==> config.mk <==
export PLATFORM = sky130hd
export DESIGN_NAME = sdi_clk_mode_detect
export DESIGN_NICKNAME = d
export VERILOG_FILES = /design/src/rtl/sdi_clk_pkg.sv /design/src/rtl/sdi_sync_edge.sv /design/src/rtl/sdi_clk_mode_detect.sv
export SDC_FILE = /design/constraint.sdc
export NUM_CORES = 1
export LEC_CHECK = 0
export BUFFER_PORTS_ARGS = -buffer_cell sky130_fd_sc_hd__buf_4
export CAP_MARGIN = 20
export CORE_UTILIZATION = 35
export CTS_BUF_LIST = sky130_fd_sc_hd__clkbuf_8
export CTS_CLUSTER_SIZE = 16
export DETAILED_ROUTE_END_ITERATION = 7
export GPL_TIMING_DRIVEN = 0
export PLACE_DENSITY = 0.62
export SYNTH_ARGS = -nofsm -noshare
export SYNTH_HDL_FRONTEND = slang
export SYNTH_SLANG_ARGS = --single-unit
==> constraint.sdc <==
create_clock -name clk -period 3.6 [get_ports clk]
set_clock_uncertainty 0.1 [all_clocks]
set_input_delay 0.18 -clock clk [delete_from_list [all_inputs] [get_ports clk]]
set_output_delay 0.18 -clock clk [all_outputs]
set_load 0.005 [all_outputs]
==> src/rtl/sdi_clk_pkg.sv <==
// Shared types and constants for the SDI clock-rate monitor.
// Holds the MODE codes, the rate classes, the lock FSM states and the
// rate-to-MODE mapping used when a lock is declared.
`timescale 1ns/1ps
package sdi_clk_pkg;

    localparam logic [2:0] MODE_HD    = 3'b000;
    localparam logic [2:0] MODE_SD    = 3'b001;
    localparam logic [2:0] MODE_3G    = 3'b010;
    localparam logic [2:0] MODE_6G    = 3'b100;
    localparam logic [2:0] MODE_12G   = 3'b101;
    localparam logic [2:0] MODE_12G_1 = 3'b110;

    typedef enum logic [1:0] {
        R_UNKNOWN,
        R74,
        R148,
        R297
    } rate_e;

    typedef enum logic [1:0] {
        HUNT,
        CHECK,
        LOCKED
    } state_e;

    // Only the three measurable rates have a MODE; anything else falls back to HD.
    function automatic logic [2:0] rate_to_mode(input rate_e r);
        logic [2:0] m;
        m = MODE_HD;
        case (r)
            R74:     m = MODE_HD;
            R148:    m = MODE_3G;
            R297:    m = MODE_12G;
            default: m = MODE_HD;
        endcase
        return m;
    endfunction

endpackage

==> src/rtl/sdi_sync_edge.sv <==
// Two-flop synchroniser for an asynchronous toggle, followed by a delay flop
// so that either polarity of transition produces a one-cycle edge_pulse.
`timescale 1ns/1ps
module sdi_sync_edge (
    input  logic clk,
    input  logic rst_n,
    input  logic sig_async,
    output logic edge_pulse
);

    logic sync1_q;
    logic sync2_q;
    logic dly_q;

    // Metastability chain plus one extra stage for edge comparison.
    always_ff @(posedge clk or negedge rst_n) begin
        if (!rst_n) begin
            sync1_q <= 1'b0;
            sync2_q <= 1'b0;
            dly_q   <= 1'b0;
        end else begin
            sync1_q <= sig_async;
            sync2_q <= sync1_q;
            dly_q   <= sync2_q;
        end
    end

    assign edge_pulse = sync2_q ^ dly_q;

endmodule

==> src/rtl/sdi_clk_mode_detect.sv <==
// Measures the clock under test against a free-running reference toggle and
// classifies it as 74.25 / 148.5 / 297 MHz. A MODE code is reported once
// LOCK_CNT consecutive windows agree; a missing reference is flagged after
// TIMEOUT cycles without an edge.
`timescale 1ns/1ps
module sdi_clk_mode_detect
    import sdi_clk_pkg::*;
#(
    parameter int unsigned CNT_W    = 11,
    parameter int unsigned EXP_74   = 74,
    parameter int unsigned EXP_148  = 149,
    parameter int unsigned EXP_297  = 297,
    parameter int unsigned TOL      = 3,
    parameter int unsigned LOCK_CNT = 4,
    parameter int unsigned TIMEOUT  = 1023
) (
    input  logic             clk,
    input  logic             rst_n,
    input  logic             ref_tgl,
    output logic [2:0]       mode,
    output logic             mode_valid,
    output logic             meas_done,
    output logic [CNT_W-1:0] meas_cnt,
    output logic             ref_lost,
    output state_e           dbg_state
);

    localparam logic [CNT_W-1:0] CNT_MAX   = '1;
    localparam logic [CNT_W-1:0] CNT_ONE   = {{(CNT_W-1){1'b0}}, 1'b1};
    localparam logic [CNT_W-1:0] TIMEOUT_V = CNT_W'(TIMEOUT);
    localparam int unsigned      MW        = (LOCK_CNT < 2) ? 1 : $clog2(LOCK_CNT + 1);
    localparam logic [MW-1:0]    MATCH_ONE = {{(MW-1){1'b0}}, 1'b1};
    localparam logic [MW-1:0]    LOCK_V    = MW'(LOCK_CNT);

    logic             edge_pulse;
    logic             timeout;

    logic [CNT_W-1:0] cnt_q, cnt_d;
    logic [CNT_W-1:0] meas_cnt_q, meas_cnt_d;
    logic             first_q, first_d;
    logic             done_q, done_d;
    logic             lost_q, lost_d;

    state_e           state_q, state_d;
    rate_e            cand_q, cand_d;
    rate_e            rate;
    logic [MW-1:0]    match_q, match_d;
    logic [MW-1:0]    match_inc;
    logic [2:0]       mode_q, mode_d;

    sdi_sync_edge u_sync_edge (
        .clk        (clk),
        .rst_n      (rst_n),
        .sig_async  (ref_tgl),
        .edge_pulse (edge_pulse)
    );

    // An edge in the same cycle as the timeout threshold takes priority.
    assign timeout = (cnt_q == TIMEOUT_V) && !edge_pulse;

    // True when v lies within TOL of expv; lower bound clamps at zero.
    function automatic logic in_win(input logic [CNT_W-1:0] v, input int unsigned expv);
        int unsigned val;
        int unsigned lo;
        int unsigned hi;
        val = 32'(v);
        lo  = (expv > TOL) ? (expv - TOL) : 0;
        hi  = expv + TOL;
        return (val >= lo) && (val <= hi);
    endfunction

    // Rate class of the most recently published window.
    always_comb begin
        rate = R_UNKNOWN;
        if (in_win(meas_cnt_q, EXP_74)) begin
            rate = R74;
        end else if (in_win(meas_cnt_q, EXP_148)) begin
            rate = R148;
        end else if (in_win(meas_cnt_q, EXP_297)) begin
            rate = R297;
        end
    end

    // Window counter, publication of completed windows and reference-loss tracking.
    always_comb begin
        cnt_d      = cnt_q;
        meas_cnt_d = meas_cnt_q;
        first_d    = first_q;
        done_d     = 1'b0;
        lost_d     = lost_q;
        if (edge_pulse) begin
            cnt_d  = '0;
            lost_d = 1'b0;
            if (first_q) begin
                // Window since reset or since the reference came back is partial.
                first_d = 1'b0;
            end else begin
                meas_cnt_d = (cnt_q == CNT_MAX) ? CNT_MAX : (cnt_q + CNT_ONE);
                done_d     = 1'b1;
            end
        end else if (timeout) begin
            // Counter parks at the threshold until the reference returns.
            lost_d  = 1'b1;
            first_d = 1'b1;
        end else if (cnt_q != CNT_MAX) begin
            cnt_d = cnt_q + CNT_ONE;
        end
    end

    // Measurement-side registers.
    always_ff @(posedge clk or negedge rst_n) begin
        if (!rst_n) begin
            cnt_q      <= '0;
            meas_cnt_q <= '0;
            first_q    <= 1'b1;
            done_q     <= 1'b0;
            lost_q     <= 1'b0;
        end else begin
            cnt_q      <= cnt_d;
            meas_cnt_q <= meas_cnt_d;
            first_q    <= first_d;
            done_q     <= done_d;
            lost_q     <= lost_d;
        end
    end

    assign match_inc = match_q + MATCH_ONE;

    // Lock FSM: advances only on published windows, drops to HUNT on timeout.
    always_comb begin
        state_d = state_q;
        cand_d  = cand_q;
        match_d = match_q;
        mode_d  = mode_q;
        if (timeout) begin
            state_d = HUNT;
            match_d = '0;
        end else if (done_q) begin
            case (state_q)
                HUNT: begin
                    if (rate != R_UNKNOWN) begin
                        cand_d = rate;
                        if (LOCK_CNT <= 1) begin
                            state_d = LOCKED;
                            mode_d  = rate_to_mode(rate);
                        end else begin
                            match_d = MATCH_ONE;
                            state_d = CHECK;
                        end
                    end
                end
                CHECK: begin
                    if (rate == R_UNKNOWN) begin
                        state_d = HUNT;
                        match_d = '0;
                    end else if (rate == cand_q) begin
                        if (match_inc == LOCK_V) begin
                            state_d = LOCKED;
                            mode_d  = rate_to_mode(cand_q);
                        end else begin
                            match_d = match_inc;
                        end
                    end else begin
                        cand_d  = rate;
                        match_d = MATCH_ONE;
                    end
                end
                LOCKED: begin
                    // mode keeps its last value; only the valid flag drops.
                    if (rate != cand_q) begin
                        state_d = HUNT;
                        match_d = '0;
                    end
                end
                default: begin
                    state_d = HUNT;
                    match_d = '0;
                end
            endcase
        end
    end

    // Lock FSM registers.
    always_ff @(posedge clk or negedge rst_n) begin
        if (!rst_n) begin
            state_q <= HUNT;
            cand_q  <= R_UNKNOWN;
            match_q <= '0;
            mode_q  <= MODE_HD;
        end else begin
            state_q <= state_d;
            cand_q  <= cand_d;
            match_q <= match_d;
            mode_q  <= mode_d;
        end
    end

    assign mode       = mode_q;
    assign mode_valid = (state_q == LOCKED);
    assign meas_done  = done_q;
    assign meas_cnt   = meas_cnt_q;
    assign ref_lost   = lost_q;
    assign dbg_state  = state_q;

endmodule

After elaboration in Yosys (flattened, before gate mapping). Index checks and enable logic that the tools add are counted.

Add/subtract/negate cells: 2. Magnitude comparators: 6. Equal/unequal tests: 19. Mux-type cells: 32. Bitwise operators: 4. Reduce and logical (&&, ||, !) cells: 18.

Operator list (number): $mux W11 (4); $mux W2 (13); $mux W3 (7); $reduce_and A6 Y1 (2); $add A11 B1 Y11 const B (1); $eq A11 B10 Y1 const B (1); $eq A11 B11 Y1 const B (1); $ge A11 B7 Y1 const B (1); $ge A11 B8 Y1 const B (1); $ge A11 B9 Y1 const B (1); $le A11 B7 Y1 const B (1); $le A11 B8 Y1 const B (1); $le A11 B9 Y1 const B (1); $ne A11 B11 Y1 const B (1); $reduce_bool A2 Y1 (5); $pmux W3 S3 (1); $ne A2 B2 Y1 const B (4); $ne A4 B4 Y1 const B (2); $eq A2 B2 Y1 const B (3); $pmux W2 S3 (1); $pmux W3 S2 (1); $ne A5 B5 Y1 const B (1); $reduce_and A5 Y1 (1); $logic_and A1 B1 Y1 (4); other kinds (15) (22).

Register bits: 38. Bits of input ports: 3. Output and inout port bits: 19. Word-level logic and storage cells: 93.

Longest topological paths before layout. Gate-level depths: netlist (run 1).

Depth in word-level cells: 11. Gate-level depth with buffers: 8. Mapped depth without buffers: 8.

Hierarchy. A second synthesis (run 1) with hierarchy kept.

Cells, all modules: 202. Area, all modules: 2008.2 µm².

Modules (own cells, without submodules): sdi_clk_mode_detect (instances 1, cells each 198, area each 1924.3 µm², seq. area each 852.1 µm²); sdi_sync_edge (instances 1, cells each 4, area each 83.8 µm², seq. area each 75.1 µm²).

Worst setup path after synthesis (run 1). OpenSTA, ideal clock, no wires.

Path type: register -> register. Start point: register meas_cnt_q[10], in the netlist meas_cnt[10]. End point: register mode_q[1], in the netlist mode[1]. Setup time: 0.125 ns. Data arrival time: 2.421 ns. Data required time: 3.375 ns. Path slack: 0.954 ns. Cell stages (with the launch flop): 8. Path buffers: 0. Period minus slack after synthesis: 2.646 ns. Cell sequence: dfrtp_1 -> or4_4 -> a211o_1 -> xnor2_1 -> o32ai_2 -> nand3_2 -> nor2b_4 -> mux2_4.

Cells in the longest elaborated chain, start to end: 8. Elaborated cells between the ends (all ways): 16. Classes of those cells: order compare: 6; eq/ne: 1; mux: 3; bitwise: 1; reduce/logical: 5.

RTL lines: start, declared (RTL line sdi_clk_mode_detect.sv:39) `logic [CNT_W-1:0] meas_cnt_q, meas_cnt_d;`; start signal, assigned (RTL line sdi_clk_mode_detect.sv:120) `meas_cnt_q <= meas_cnt_d;`; $ge A11 B9 Y1 / $le A11 B9 Y1 (equally long branches) (RTL line sdi_clk_mode_detect.sv:69) `return (val >= lo) && (val <= hi);`; $logic_and A1 B1 Y1 (RTL line sdi_clk_mode_detect.sv:69); $mux W2 (RTL line sdi_clk_mode_detect.sv:79) `end else if (in_win(meas_cnt_q, EXP_297)) begin`; $mux W2 (RTL line sdi_clk_mode_detect.sv:77) `end else if (in_win(meas_cnt_q, EXP_148)) begin`; $mux W2 (*) (RTL line sdi_clk_mode_detect.sv:75) `if (in_win(meas_cnt_q, EXP_74)) begin`; $logic_not A2 Y1 (RTL line sdi_clk_mode_detect.sv:153) `if (rate == R_UNKNOWN) begin`; $not A1 Y1 (no line); $reduce_and A6 Y1 (no line) (*); end signal, assigned (RTL line sdi_clk_mode_detect.sv:194) `mode_q <= mode_d;`; end, declared (RTL line sdi_clk_mode_detect.sv:49) `logic [2:0] mode_q, mode_d;`.

Every way passes the cells marked *; elsewhere a longest branch is shown, timed or not. A chain may end at the register's enable or synchronous reset.

Worst setup path after layout (run 1). Ends and elaborated chain as after synthesis.

==> results.json, run 1 <==
{
  "clk_pin_slew_ns": 0.07,
  "number_of_post_cts_setup_repair_buffers": 0,
  "clock_tree.htree_level_count": 2,
  "critical-path-max-stage-delay_ns": 0.59,
  "die-height_um": 76.4,
  "dieWidth_um": 76.4,
  "insertion_delay_of_the_later_clocked_pin_in_the_worst_skew_pair_ns": 0.28,
  "finalWirelength_um": 3930,
  "cpMaxStageDelayCell": "sky130_fd_sc_hd__or4_4",
  "power.combinational.fraction_pct": 17.2,
  "fill_cells": 523,
  "path_cells": "or4_4 -> a211o_1 -> xnor2_1 -> o32ai_2 -> nand3_2 -> nor2b_4 -> mux2_4",
  "dominant_cell_by_count_in_the_synthesized_netlist": "sky130_fd_sc_hd__dfrtp_1",
  "slew-limit-headroom_pct": 63.8,
  "critical_path_launch_point_type": "flop",
  "clock_tree.root_cell": "sky130_fd_sc_hd__clkbuf_8",
  "min_path_type": "reg -> reg",
  "total_number_of_clock_tree_sinks": 37,
  "ys_top_cells_by_count": "36 x sky130_fd_sc_hd__dfrtp_1, 21 x sky130_fd_sc_hd__nor2_1, 20 x sky130_fd_sc_hd__a21oi_1",
  "cts-root-to-sink-buffers": 2,
  "unrepaired_setup_endpoints_after_global_routing": "false",
  "synth-seq-cells": 37,
  "synth_top_cells_by_area": "sky130_fd_sc_hd__dfrtp_1 46%, sky130_fd_sc_hd__a21oi_1 5.2%, sky130_fd_sc_hd__nor2_1 4.1%",
  "synth.cell_area_um2": 1940,
  "drt_iter0_drc": 59,
  "synth_async_sr_flop_share_pct": 100,
  "netlist_instances": 185,
  "timing_hold_violations_final": 0,
  "max_slew.worst_pin.slew_ns": 0.538,
  "finalSetupTns_ns": 0,
  "drc": 0,
  "preCtsSetupSlack_ns": 0.785,
  "final_period_minus_worst_setup_slack_ns": 2.81,
  "placement.io_buffers": 21,
  "result_of_the_run": "completed",
  "total_power_divided_by_cell_area_nw_per_um2": 413,
  "cts_tree": "built",
  "gp_routability_congestion": 0.822,
  "total_net_switching_power_uw": 280,
  "timing.setup.critical_path_class": "reg -> reg",
  "fp-row-count": 26,
  "finalNetCount": 221,
  "synth_top_cell_by_area": "sky130_fd_sc_hd__dfrtp_1",
  "count_of_antenna_diodes_in_the_layout": 0,
  "grt_util_all_layers_pct": 14.2,
  "share_clk_of_total_power_pct": 29.6,
  "worstPathArrival_ns": 2.89,
  "detail_route.first_pass.iterations": 5,
  "count_of_distinct_cell_types_in_the_synthesized_netlist": 53,
  "max_cap_viol_count": 0,
  "total_cell_area_at_the_placement_stage_um2": 2180,
  "grt_max_degree": 38,
  "num_io_pins": 22,
  "numCtsBuffers": 5,
  "cellLeakagePower_uw": 0.00102,
  "grt_antenna_before_repair": 0,
  "number_of_global_route_vias_before_repair": 1379,
  "worst_case_setup_margin_in_the_final_layout_ns": 0.785,
  "crit_path_max_fanout": 5,
  "routed_via_density": 5.09,
  "critPathCaptureType": "flop",
  "maxSlewViolCount": 0,
  "layout_worst_path_cycle_share_pct": 78.2,
  "postRouteAntennaNets": 0,
  "syn_nets": 191,
  "count_of_flip_flops_with_a_built_in_enable_after_synthesis": 0,
  "power.switching_fraction_pct": 29.7,
  "final_design_area_no_fill_um2": 2280,
  "seq_total_area_yosys_pct": 47.8,
  "finalSetupViolCount": 0,
  "final_layout_size_suffix_gt1_share_pct": 21.9,
  "yosys_most_used_dff": "sky130_fd_sc_hd__dfrtp_1",
  "layout_stage_area_growth_over_the_synthesis_result_pct": 17.9,
  "peak_supply_drop_v": 0.000271,
  "grt_pass1_wl_um": 6590,
  "design.die.area_um2": 5840,
  "core_area_um2": 5200,
  "synth_largest_type_area_fraction_pct": 46.5,
  "syn_avg_cell_area_um2": 10.5,
  "global_route.overflow_total": 0,
  "maxClockFrequency_mhz": 355,
  "starting_utilization_of_the_core_area_pct": 37.2,
  "route.detailed.wl_per_inst_um": 13.8,
  "intPower_uw": 663,
  "ys.warnings.count": 0,
  "share_seq_of_total_power_pct": 53.2,
  "finalHoldWorstSlack_ns": 0.250,
  "crit_required_ns": 3.67,
  "hpwlAfterDp_um": 2810,
  "vias": 1450
}
## logic make-up after synthesis
family | share of synthesized area, %
compound gates | 16.8
xor+xnor | 5.87
fa+ha+maj | 1.94
buf+inv | 2.32
flops | 47.8
mux | 3.10
simple gates | 22.1
## power by group through the flow
stage                     clock [uW]  combinational [uW]  sequential, uW
after CTS                        289                 166             501
after global routing             305                 182             510
final                            279                 162             502
after detailed placement           0                 163             509
after global placement             0                 161             509
after floorplan                    0                98.1             499
## sequential cells by signal, summed over array words and instances (netlist names)
| signal | count |
|---|---|
| cnt_q | 11 |
| meas_cnt | 11 |
| match_q | 3 |
| cand_q | 2 |
| dbg_state | 2 |
| mode | 2 |
| first_q | 1 |
| meas_done | 1 |
| ref_lost | 1 |
| u_sync_edge.dly_q | 1 |
| u_sync_edge.sync1_q | 1 |
| u_sync_edge.sync2_q | 1 |
## per-layer routing
| metal | part of all wire [%] | track usage, % | vias up |
|---|---|---|---|
| li1 | - | - | 722 |
| met1 | 48 | 19.1 | 701 |
| met2 | 48 | 22.7 | 25 |
| met3 | 2.9 | 2.87 | 2 |
| met4 | 0.48 | 4.62 | 0 |
| met5 | 0 | 0 | - |
## critical path: cells and delay by family (launching register included)
family / cells / cell delay, ns
simple gates: 3 / 0.96
mux: 1 / 0.31
compound gates: 2 / 0.76
flops: 1 / 0.43
xor+xnor: 1 / 0.14
## per-stage QoR
stage	instances	total power, uW	util, %
2_1_floorplan	185	597	-
3_3_place_gp	276	670	41.9
3_5_place_dp	276	673	41.9
4_1_cts	285	956	43.9
5_1_grt	285	997	43.9
6_report	285	943	43.9
## repair_timing
action                                 4_1_cts  5_1_grt
gates resized for setup                      0        0
hold buffers                                 2        0
endpoints found under the hold margin       37        0
## cell type report
class	instances	area [um^2]	area share [%]
clock inverter	2	12.5	0.548
timing repair buffer	23	178	7.78
clock buffer	5	68.8	3.01
tap	70	87.6	3.83
sequential	37	927	40.6
buffer	6	26.3	1.15
inverter	5	18.8	0.821
multi-input combinational	137	966	42.3
## final timing paths
path                                startpoint                  end  slack (ns)  cells past startpoint
setup / recovery                  meas_cnt[10]              mode[1]        0.79                      7
hold / removal             u_sync_edge.sync1_q  u_sync_edge.sync2_q        0.25                      0
setup reg to reg                  meas_cnt[10]              mode[1]        0.79                      7
hold reg to reg            u_sync_edge.sync1_q  u_sync_edge.sync2_q        0.25                      0
max in group asynchronous                rst_n              first_q        2.76                      2
min in group asynchronous                rst_n           match_q[2]        0.29                      2
## layout by cell type, fill, tap and decap left out, drive strengths merged, types with 2 or more instances in the layout
| cell type | count |
|---|---|
| nor2 | 21 |
| dfrtp | 36 |
| o21ai | 2 |
| nor2b | 3 |
| nand3 | 8 |
| dlygate4sd3 | 2 |
| a32o | 2 |
| ha | 3 |
| nand2 | 15 |
| clkbuf | 10 |
| nand4b | 2 |
| xor2 | 6 |
| buf | 22 |
| nand3b | 4 |
| o21a | 2 |
| mux2 | 2 |
| a21oi | 20 |
| or4 | 3 |
| nor3 | 4 |
| a41o | 2 |
| mux2i | 3 |
| and2 | 2 |
| a211oi | 3 |
| or2 | 3 |
| and3 | 2 |
| inv | 6 |
| xnor2 | 7 |
Power figures use the tool's default switching activity.
==> inputs of run 2 (changes only) <==
Settings changed: PLACE_DENSITY 0.62 to 0.64.
Clock period 3.6 ns to 2.3 ns, I/O delays scaled along.
==> results.json, run 2 (same netlist as run 1, synthesis figures left out) <==
{
  "result_of_the_run": "finished with violations",
  "violated_checks": "negative setup slack",
  "finalHoldWorstSlack_ns": 0.227,
  "timing.setup.critical_path_class": "reg -> reg",
  "grt_util_all_layers_pct": 15.3,
  "layout_stage_area_growth_over_the_synthesis_result_pct": 35.4,
  "area_taken_by_flip_flops_and_latches_um2": 932,
  "crit_path_max_fanout": 3,
  "insertion_delay_of_the_later_clocked_pin_in_the_worst_skew_pair_ns": 0.29,
  "final_design_area_no_fill_um2": 2630,
  "total_power_divided_by_cell_area_nw_per_um2": 631,
  "critical-path-max-stage-delay_ns": 0.55,
  "total_cell_area_at_the_placement_stage_um2": 2180,
  "fill_cells": 500,
  "maxUsedRoutingLayer": "met4",
  "dieWidth_um": 76.4,
  "clk_pin_slew_ns": 0.08,
  "path_cells": "or4b_4 -> a211oi_4 -> buf_4 -> o41a_1 -> o2111ai_4 -> nand3_4 -> nor2b_4 -> mux2_4",
  "detail_route.first_pass.iterations": 4,
  "maxSlewViolCount": 0,
  "grt_antenna_before_repair": 0,
  "postRouteAntennaNets": 0,
  "crit_required_ns": 2.38,
  "multi_input_area_um2": 1060,
  "slew-limit-headroom_pct": 61.4,
  "clock_tree.htree_level_count": 2,
  "gp_routability_congestion": 0.807,
  "worst_case_setup_margin_in_the_final_layout_ns": -0.332,
  "met3_length_um": 88,
  "clock_tree.root_cell": "sky130_fd_sc_hd__clkbuf_8",
  "max_cap_viol_count": 0,
  "finish.cell_count_without_fillers": 311,
  "peak_supply_drop_v": 0.000471,
  "maxClockFrequency_mhz": 380,
  "grt_pass1_wl_um": 7090,
  "die-height_um": 76.4,
  "numPlacedInstances": 276,
  "critPathCaptureType": "flop",
  "numCtsBuffers": 5,
  "layout.core_utilization_pct": 50.4,
  "starting_utilization_of_the_core_area_pct": 37.2,
  "grt_max_degree": 38,
  "cts_tree": "built",
  "unrepaired_setup_endpoints_after_global_routing": "true",
  "number_of_global_route_vias_before_repair": 1459,
  "cellLeakagePower_uw": 0.00117,
  "core_area_um2": 5200,
  "mostFrequentLayoutCells": "42 x sky130_fd_sc_hd__buf_4, 32 x sky130_fd_sc_hd__dfrtp_1, 21 x sky130_fd_sc_hd__nor2_1",
  "max_slew.worst_pin.slew_ns": 0.574,
  "design.die.area_um2": 5840,
  "critical_path_launch_point_type": "flop",
  "met2RoutedLength_um": 2140,
  "drc": 0,
  "finalSetupViolCount": 9,
  "cts-root-to-sink-buffers": 2,
  "routed_via_density": 5.02,
  "drt_iter0_drc": 79,
  "worstPathArrival_ns": 2.71,
  "min_path_type": "in -> async",
  "finalWirelength_um": 4400,
  "route.detailed.wl_per_inst_um": 14.1,
  "timing_hold_violations_final": 0,
  "final_period_minus_worst_setup_slack_ns": 2.63,
  "num_io_pins": 22,
  "layout_worst_path_cycle_share_pct": 114,
  "total_number_of_clock_tree_sinks": 37,
  "critPathTopFamily": "simple AND/OR/NAND/NOR gates",
  "count_of_antenna_diodes_in_the_layout": 0,
  "route.layer.met1.wl_um": 2120,
  "layout_commonest_cell": "sky130_fd_sc_hd__buf_4",
  "final_layout_size_suffix_gt1_share_pct": 34.4,
  "cp_num_buf_inv": 1,
  "vias": 1560,
  "cpMaxStageDelayCell": "sky130_fd_sc_hd__or4b_4",
  "global_route.overflow_total": 0,
  "finalNetCount": 246,
  "placement.io_buffers": 21,
  "fp-row-count": 26,
  "hpwlAfterDp_um": 2830,
  "design_power_total_uw": 1660
}
## run 2: changes by cell type in the layout (fill, tap and decap cells not counted), sizes merged
cell    change
buf        +25
clkbuf      +2
clkinv      -1
## run 2: repair_timing
item,4_1_cts,5_1_grt
endpoints found under the setup margin,9,9
hold endpoints to repair,37,0
setup buffers,16,9
hold buffers,2,0
gates resized for setup,16,10
pin swaps,10,15
## run 2: stage by stage
step	worst slack, ns	TNS, ns
after floorplan	-0.256	-0.598
after global placement	-0.449	-2.42
after detailed placement	-0.488	-2.82
after CTS	-0.291	-1.85
after global routing	-0.383	-2.88
final	-0.332	-2.30
## run 2: cell type report
cell class / instances / share of cell area [%]
Buffer: 6 / 1.00
Sequential cell: 37 / 35.5
Multi-Input combinational cell: 137 / 40.5
Clock buffer: 7 / 3.67
Clock inverter: 1 / 0.334
Timing Repair Buffer: 48 / 15.0
Inverter: 5 / 0.715
Tap cell: 70 / 3.34
## run 2: path summary, 6_finish.rpt
path                                           from                  end  slack, ns  cells past startpoint
worst max-delay path                    meas_cnt[2]              mode[1]      -0.33                      8
worst min-delay path                          rst_n         dbg_state[0]       0.23                      2
worst max register to register          meas_cnt[2]              mode[1]      -0.33                      8
worst min register to register  u_sync_edge.sync1_q  u_sync_edge.sync2_q       0.25                      0
max in group asynchronous                     rst_n          meas_cnt[2]       1.51                      2
min in group clk                u_sync_edge.sync1_q  u_sync_edge.sync2_q       0.25                      0
## run 2: where the power goes
group | internal, uW | leakage, uW | switching [uW]
Sequential | 709 | 0.000476 | 62.5
Combinational | 182 | 0.000643 | 180
Clock | 277 | 0.0000549 | 246
## run 2: per-layer routing
metal	vias up	global-route usage, %
li1	773	-
met1	768	20.7
met2	15	24.7
met3	4	2.87
met4	0	4.62
met5	-	0
